`src/rtl/mem_arb_pkg.sv`:
```
// rtl/mem_arb_pkg.sv - shared constants and round-robin pick helper for mem_port_arbiter
package mem_arb_pkg;

   localparam int NUM_CLIENTS = 2;
   localparam int CLIENT0     = 0;
   localparam int CLIENT1     = 1;

   // One-hot grant from a 2-bit request; ptr names the favoured client on a tie.
   function automatic logic [NUM_CLIENTS-1:0] rr_pick(input logic [NUM_CLIENTS-1:0] req,
                                                      input logic                   ptr);
      logic [NUM_CLIENTS-1:0] gnt;
      gnt = req;
      if (req == 2'b11) begin
         gnt = ptr ? 2'b10 : 2'b01;
      end
      return gnt;
   endfunction

endpackage

```
`src/rtl/mem_port_arbiter_rr_arb2.sv`:
```
// rtl/mem_port_arbiter_rr_arb2.sv - 2-way round-robin grant with masked candidates
module rr_arb2
   import mem_arb_pkg::*;
(
   input  logic                   clk,
   input  logic                   rst_n,
   input  logic [NUM_CLIENTS-1:0] req,
   input  logic [NUM_CLIENTS-1:0] mask,
   output logic [NUM_CLIENTS-1:0] gnt
);

   logic ptr;

   // Grants are forced low while reset is held so nothing reaches the RAM.
   always_comb begin
      gnt = 2'b00;
      if (rst_n) begin
         gnt = rr_pick(req & mask, ptr);
      end
   end

   always_ff @(posedge clk or negedge rst_n) begin
      if (!rst_n) begin
         ptr <= 1'b0;
      end else if (gnt[CLIENT0]) begin
         ptr <= 1'b1;
      end else if (gnt[CLIENT1]) begin
         ptr <= 1'b0;
      end
   end

endmodule

```
`src/rtl/mem_port_arbiter.sv`:
```
// rtl/mem_port_arbiter.sv - shares a simple-dual-port RAM between two clients
module mem_port_arbiter
   import mem_arb_pkg::*;
#(
   parameter int DATA_WIDTH = 8,
   parameter int ADDR_WIDTH = 8
) (
   input  logic                              clk,
   input  logic                              rst_n,
   input  logic [NUM_CLIENTS-1:0]            wr_req,
   input  logic [NUM_CLIENTS*ADDR_WIDTH-1:0] wr_addr,
   input  logic [NUM_CLIENTS*DATA_WIDTH-1:0] wr_data,
   output logic [NUM_CLIENTS-1:0]            wr_gnt,
   input  logic [NUM_CLIENTS-1:0]            rd_req,
   input  logic [NUM_CLIENTS*ADDR_WIDTH-1:0] rd_addr,
   output logic [NUM_CLIENTS-1:0]            rd_gnt,
   output logic [NUM_CLIENTS-1:0]            rsp_valid,
   output logic [DATA_WIDTH-1:0]             rsp_data,
   output logic                              mem_write_enable,
   output logic [ADDR_WIDTH-1:0]             mem_wr_addr,
   output logic [DATA_WIDTH-1:0]             mem_data_in,
   output logic                              mem_read_enable,
   output logic [ADDR_WIDTH-1:0]             mem_rd_addr,
   input  logic [DATA_WIDTH-1:0]             mem_data_out
);

   logic [ADDR_WIDTH-1:0]  wr_addr0, wr_addr1, rd_addr0, rd_addr1;
   logic [DATA_WIDTH-1:0]  wr_data0, wr_data1;
   logic [NUM_CLIENTS-1:0] rd_mask;

   assign wr_addr0 = wr_addr[CLIENT0*ADDR_WIDTH +: ADDR_WIDTH];
   assign wr_addr1 = wr_addr[CLIENT1*ADDR_WIDTH +: ADDR_WIDTH];
   assign wr_data0 = wr_data[CLIENT0*DATA_WIDTH +: DATA_WIDTH];
   assign wr_data1 = wr_data[CLIENT1*DATA_WIDTH +: DATA_WIDTH];
   assign rd_addr0 = rd_addr[CLIENT0*ADDR_WIDTH +: ADDR_WIDTH];
   assign rd_addr1 = rd_addr[CLIENT1*ADDR_WIDTH +: ADDR_WIDTH];

   rr_arb2 u_wr_arb (
      .clk   (clk),
      .rst_n (rst_n),
      .req   (wr_req),
      .mask  (2'b11),
      .gnt   (wr_gnt)
   );

   always_comb begin
      mem_write_enable = |wr_gnt;
      mem_wr_addr      = wr_gnt[CLIENT1] ? wr_addr1 : wr_addr0;
      mem_data_in      = wr_gnt[CLIENT1] ? wr_data1 : wr_data0;
   end

   // A read to the address being written this cycle would see stale RAM data.
   always_comb begin
      rd_mask          = 2'b11;
      rd_mask[CLIENT0] = !(mem_write_enable && (rd_addr0 == mem_wr_addr));
      rd_mask[CLIENT1] = !(mem_write_enable && (rd_addr1 == mem_wr_addr));
   end

   rr_arb2 u_rd_arb (
      .clk   (clk),
      .rst_n (rst_n),
      .req   (rd_req),
      .mask  (rd_mask),
      .gnt   (rd_gnt)
   );

   always_comb begin
      mem_read_enable = |rd_gnt;
      mem_rd_addr     = rd_gnt[CLIENT1] ? rd_addr1 : rd_addr0;
      rsp_data        = mem_data_out;
   end

   always_ff @(posedge clk or negedge rst_n) begin
      if (!rst_n) begin
         rsp_valid <= '0;
      end else begin
         rsp_valid <= rd_gnt;
      end
   end

endmodule

```
`config.mk`:
```
export PLATFORM = sky130hd
export DESIGN_NAME = mem_port_arbiter
export DESIGN_NICKNAME = d
export VERILOG_FILES = /design/src/rtl/mem_arb_pkg.sv /design/src/rtl/mem_port_arbiter_rr_arb2.sv /design/src/rtl/mem_port_arbiter.sv
export SDC_FILE = /design/constraint.sdc
export NUM_CORES = 1
export LEC_CHECK = 0
export ABC_AREA = 1
export BUFFER_PORTS_ARGS = -buffer_cell sky130_fd_sc_hd__buf_2
export CAP_MARGIN = 20
export CORE_AREA = 2 2 57 59
export DETAILED_ROUTE_END_ITERATION = 6
export DIE_AREA = 0 0 59 61
export GPL_ROUTABILITY_DRIVEN = 1
export PLACE_DENSITY = 0.82
export SYNTH_ARGS = -nofsm -noshare
export SYNTH_HDL_FRONTEND = slang
export SYNTH_SLANG_ARGS = --single-unit
export TNS_END_PERCENT = 30
```
`constraint.sdc`:
```
create_clock -name clk -period 2.55 [get_ports clk]
set_input_delay 0.1275 -clock clk [delete_from_list [all_inputs] [get_ports clk]]
set_output_delay 0.1275 -clock clk [all_outputs]
set_load 0.02 [all_outputs]
```
Word-level counts from Yosys, hierarchy flattened
Cells that the tools add are included.
Word-level totals
  register bits after elaboration: 4
  bits of input ports: 62
  output and inout bits: 40
  logic and storage cells: 29
Operators by class
  equality and inequality tests: 4
  muxes and demuxes: 13
  bitwise logic cells: 1
  reduce and logical (&&, ||, !) cells: 8
Operator list (number)
  8-bit two-way mux: 3
  8-bit == test: 2
  2-bit two-way mux: 6
  2-bit == test (second input constant): 2
  1-bit two-way mux: 4
  2-bit nonzero test: 2
  2-bit OR reduction: 2
  2-bit AND: 1
  1-bit logical AND: 2
  1-bit zero test: 2

Logic depth before layout (Yosys ltp)
  depth after elaboration: 13
  gate-level depth with buffers: 16
  mapped depth without buffers: 16

Hierarchy
A second synthesis with hierarchy kept.
Unflattened totals
  cells, all modules: 178
  area total of the unflattened synthesis: 888.4 µm²
Modules (own cells, without submodules)
  mem_port_arbiter: instances 1, cells each 154, area an instance 750.7 µm², seq. area each 50.0 µm²
  rr_arb2: instances 2, cells each 12, area an instance 68.8 µm², seq. area each 25.0 µm²

Worst setup path before layout
No wires, ideal clock.
  path type: register to output
  start: register u_wr_arb.ptr
  end: output port mem_rd_addr[0]
  arrival time: 1.846 ns
  required time: 2.423 ns
  slack: 0.577 ns
  cell stages (with the launch flop): 16
  path buffers: 1
  path through: dfrtp_1 inv_1 nand2_2 nand2_4 buf_6 nand2_1 nand2_1 nand2_1 nand4_1 nor2_1 nand2_2 nand2_2 nor2_4 nand2_4 nand2_1 nand2_1
Between the ends
  cells in the longest elaborated chain, start to end: 12
  elaborated cells on any way between the ends: 16
  classes of those cells: eq/ne (3); mux (7); bitwise (1); reduce/logical (5)
Ends and longest elaborated chain
  from (decl): RTL line mem_port_arbiter_rr_arb2.sv:12  | logic ptr;
  from (signal assigned): RTL line mem_port_arbiter_rr_arb2.sv:24  | ptr <= 1'b0;
  from (signal assigned): RTL line mem_port_arbiter_rr_arb2.sv:26  | ptr <= 1'b1;
  from (signal assigned): RTL line mem_port_arbiter_rr_arb2.sv:28  | ptr <= 1'b0;
  2-bit two-way mux (*): RTL line mem_arb_pkg.sv:14  | gnt = ptr ? 2'b10 : 2'b01;
  2-bit two-way mux (*): RTL line mem_arb_pkg.sv:13  | if (req == 2'b11) begin
  2-bit two-way mux (*): RTL line mem_port_arbiter_rr_arb2.sv:17  | if (rst_n) begin
  8-bit two-way mux (*): RTL line mem_port_arbiter.sv:48  | mem_wr_addr = wr_gnt[CLIENT1] ? wr_addr1 : wr_addr0;
  net mem_wr_addr[3]: RTL line mem_port_arbiter.sv:20  | output logic [ADDR_WIDTH-1:0] mem_wr_addr,
  8-bit == test (on tied branches): RTL line mem_port_arbiter.sv:55, mem_port_arbiter.sv:56
  1-bit logical AND (on tied branches): RTL line mem_port_arbiter.sv:55, mem_port_arbiter.sv:56
  1-bit zero test (on tied branches): RTL line mem_port_arbiter.sv:55, mem_port_arbiter.sv:56
  2-bit AND (*): RTL line mem_port_arbiter_rr_arb2.sv:18  | gnt = rr_pick(req & mask, ptr);
  2-bit == test: RTL line mem_arb_pkg.sv:13
  2-bit two-way mux (*): RTL line mem_arb_pkg.sv:13
  2-bit two-way mux (*): RTL line mem_port_arbiter_rr_arb2.sv:17
  8-bit two-way mux (*): RTL line mem_port_arbiter.sv:69  | mem_rd_addr = rd_gnt[CLIENT1] ? rd_addr1 : rd_addr0;
  to (decl): RTL line mem_port_arbiter.sv:23  | output logic [ADDR_WIDTH-1:0] mem_rd_addr,
The timed path passes the listed nets; every way through them passes the cells marked *.

Final worst setup path
  start: register u_wr_arb.ptr
  end: output port mem_rd_addr[7]
Between the ends
  cells in the longest elaborated chain, start to end: 12
  elaborated cells on any way between the ends: 16
  classes of those cells: eq/ne (3); mux (7); bitwise (1); reduce/logical (5)
Ends and longest elaborated chain (RTL line)
  2-bit two-way mux (*): mem_arb_pkg.sv:14
  2-bit two-way mux (*): mem_arb_pkg.sv:13
  2-bit two-way mux (*): mem_port_arbiter_rr_arb2.sv:17
  8-bit two-way mux: mem_port_arbiter.sv:48
  8-bit == test (on tied branches): mem_port_arbiter.sv:55, mem_port_arbiter.sv:56
  1-bit logical AND (on tied branches): mem_port_arbiter.sv:55, mem_port_arbiter.sv:56
  1-bit zero test (on tied branches): mem_port_arbiter.sv:55, mem_port_arbiter.sv:56
  2-bit AND (*): mem_port_arbiter_rr_arb2.sv:18
  2-bit == test: mem_arb_pkg.sv:13
  2-bit two-way mux (*): mem_arb_pkg.sv:13
  2-bit two-way mux (*): mem_port_arbiter_rr_arb2.sv:17
  8-bit two-way mux (*): mem_port_arbiter.sv:69
Mark *: on every way between the ends. The rest lies on a longest branch, timed or not.

==> impl_results.md <==
- Largest family of logic cells by synthesized area: simple AND/OR/NAND/NOR gates
- FP Rows: 20
- Power density cells: ~320 nW/um2
- Number of synthesized register bits: 4
- First-pass GRT wire length: 4670 um
- Final RePlAce weighted congestion: about 0.83
- Crit-path max cell delay: roughly 0.36 ns
- Worst hold path class: input pin to flop
- CP most frequent cell: nand2_1
- Ys Warns: 0
- Final number of hold-violating endpoints: 0
- Share of layout cells above drive strength 1: ~40%
- Most common cell after layout, fill and taps aside: nand2_1
- Overall Global Routing Usage: between 15 and 20%
- Number of synthesized flops with an enable pin: 0
- NumNets Final: 337
- 1st-iter DRT viols: 34
- Post-route cell area: 1460 um2
- Die Width: 59 um
- HPWL after DPL: between 2000 and 3000 um
- Syn_nets: around 250
- WP data arrival: 2.18 ns
- Die area: ~3600 um2
- Post-Synth XOR/XNOR Area: 1.75%
- Peak supply drop: 0.182 mV
- Part of the cycle the worst path needs: 90.5%
- CP Launch Type: flop
- H-tree depth: 1
- Max_slew headroom: 78.6%
- Syn Area/Cell: 5.23 um2
- Final Slew Violations: 0
- DR DRC count: 0
- Unrepaired setup endpoints after global routing: no
- Sequential area share after synthesis: around 10%
- CTS tree: yes
- Post-Route Skew: 0.000218 ns
- Initial antenna violation count: 0
- Async SR Flop Fraction: 100%
- Commonest cells after routing, fill and taps aside: nand2_1 (94), buf_2 (85), nand3_1 (23), inv_1 (22), nand2_2 (7)
- Core area: 2950 um2
- Vias in the first global route: 1172
- Antenna diodes: 0
- Initial core utilization: about a third
- WL/cell: just over 10 um
- Final number of setup-violating endpoints: 0
- Die height: between 60 and 70 um
- Num CTS Buffers: 3
- FMAX: 434 MHz
- IO buf count: 85
- Status: complete, no violations
- Clock Tree Root: clkbuf_4
- Adder-Cell Fraction of Synth Area: 0%
- Maxcap violations: 0
- Worst-Skew Late Latency: about 0.23 ns
- Drt total wl: between 3000 and 4000 um
- Tmin final: 2.31 ns
- CTS sink count: 4
- Global route overflow: 0
- Post-placement cell count: 300
- Leak: 0.000965 uW
- Clock Path Buffers: 2
- Synth Instances: about 190
- Worst-path maximum fanout: 12
- Pin count of the biggest net entering global routing: 24
- Complex-gate fraction of the synthesized area: ~4.7%
- Mapped cell area: ~1000 um2
- Library cells used by synthesis: 23
- DR pass1 iterations: 4
- Total Neg Setup Slack: 0 ns
- Synth Area in Simple Gates: between 60% and 70%
- Crit-path slowest cell: dfrtp_1
- CP Data Required Time: 2.42 ns
- Crit path kind: flop to primary output
- FF-to-FF path depth: 14
- Layout area overhead: 45.6%
- Via count: approximately 1400
- Measured slew at the worst slew-check pin: about 0.32 ns
- Multiplexer area fraction after synthesis: 0%
- Primary FF master, synth: dfrtp_1
- Worst hold path stage count: 3
- Vias per cell: approximately 4.6
- Clk slew on worst S/H paths: approximately 0.040 ns
- DP Area: roughly 1400 um2
- Post-Layout Cell Count: 306
- Cell Chain, Critical Path: inv_1, nand2_4, nand2_8, nand2_1, nand2_1, nand2_1, nand2_1, inv_1, nand2_1, nor2_1, nand2_2, nand2_2, nor2_4, nand2_4, nand2_1, nand2_1, buf_2
- CP endpoint kind: primary output
- Io pins: between 100 and 150
- Final ANT Viol Nets: 0
## cell usage after synthesis (2+ instances only)
cell type	number	share of area (%)
xnor2_1	2	1.7
nand2_1	94	35
inv_1	22	8.2
nand2_4	3	3.4
nor2_1	6	2.2
nand3_1	23	11
nand4_1	3	1.9
buf_4	8	6.0
dfrtp_1	4	10
nand2_2	8	5.0
o21ai_1	2	1.0
nand3b_1	6	4.5
## what timing repair did
action / CTS / global route
hold buffers: 1 / 0
gates resized for setup: 0 / 2
endpoints found under the hold margin: 4 / 0
setup endpoints to repair: 0 / 10
buffers inserted: 0 / 0
## layer usage
metal	share of wire (%)	global-route usage [%]	routed length, um	vias to the layer above
met4	0	2.27	0	0
li1	-	-	-	752
met2	50	30.5	1600	66
met3	8.2	4.05	259	0
met5	0	0	0	-
met1	41	19.9	1310	583
## state kept, by name, summed over array words and instances, names as in the netlist
| register | count |
|---|---|
| rsp_valid | 2 |
| u_rd_arb.ptr | 1 |
| u_wr_arb.ptr | 1 |
## kinds of logic after synthesis
group,after synthesis
XOR/XNOR,2
buffers and inverters,34
flip-flops,4
AO/OA/AOI/OAI,7
AND/OR/NAND/NOR,145
## critical path, delay by kind of cell, from the launching register on
kind                   cells  cell delay [ns]
buffers and inverters      3             0.32
and+or+nand+nor           14             1.26
DFF                        1             0.36
## power breakdown
part           internal (uW)  switching, uW  leakage [uW]
clock                   52.6           25.9     0.0000138
sequential              71.0           3.33     0.0000501
combinational            118            202      0.000902
total                    241            232      0.000965
## final cells by class
| type | count | area, um2 |
|---|---|---|
| multi-input cells | 156 | 763 |
| inverters | 23 | 91.3 |
| clock buffers | 3 | 22.5 |
| fillers | 331 | 1490 |
| flip-flops and latches | 4 | 100 |
| well taps | 33 | 41.3 |
| repair buffers | 87 | 443 |
## per-stage QoR
stage / hold WS, ns / setup WS (ns) / util [%] / power, uW
after floorplan: -0.168 / 0.577 / - / 288
after CTS: 0.224 / 0.0184 / 48.4 / 469
after global placement: -0.0216 / 0.380 / 47.3 / 382
final: 0.238 / 0.243 / 49.5 / 473
after global routing: 0.243 / 0.0145 / 49.5 / 514
after detailed placement: -0.0181 / 0.288 / 47.3 / 385
## worst paths after layout
path                                     startpoint                  endpoint  slack, ns
min                                       rd_req[0]  u_rd_arb.ptr$_DFFE_PN0P_       0.24
max reg2reg                u_wr_arb.ptr$_DFFE_PN0P_    rsp_valid[1]$_DFF_PN0_       0.73
max                        u_wr_arb.ptr$_DFFE_PN0P_            mem_rd_addr[7]       0.24
min in group asynchronous                     rst_n    rsp_valid[0]$_DFF_PN0_       0.36
max in group asynchronous                     rst_n  u_rd_arb.ptr$_DFFE_PN0P_       2.01
min reg2reg                u_rd_arb.ptr$_DFFE_PN0P_  u_rd_arb.ptr$_DFFE_PN0P_       0.54
Power figures use the tool's default switching activity.
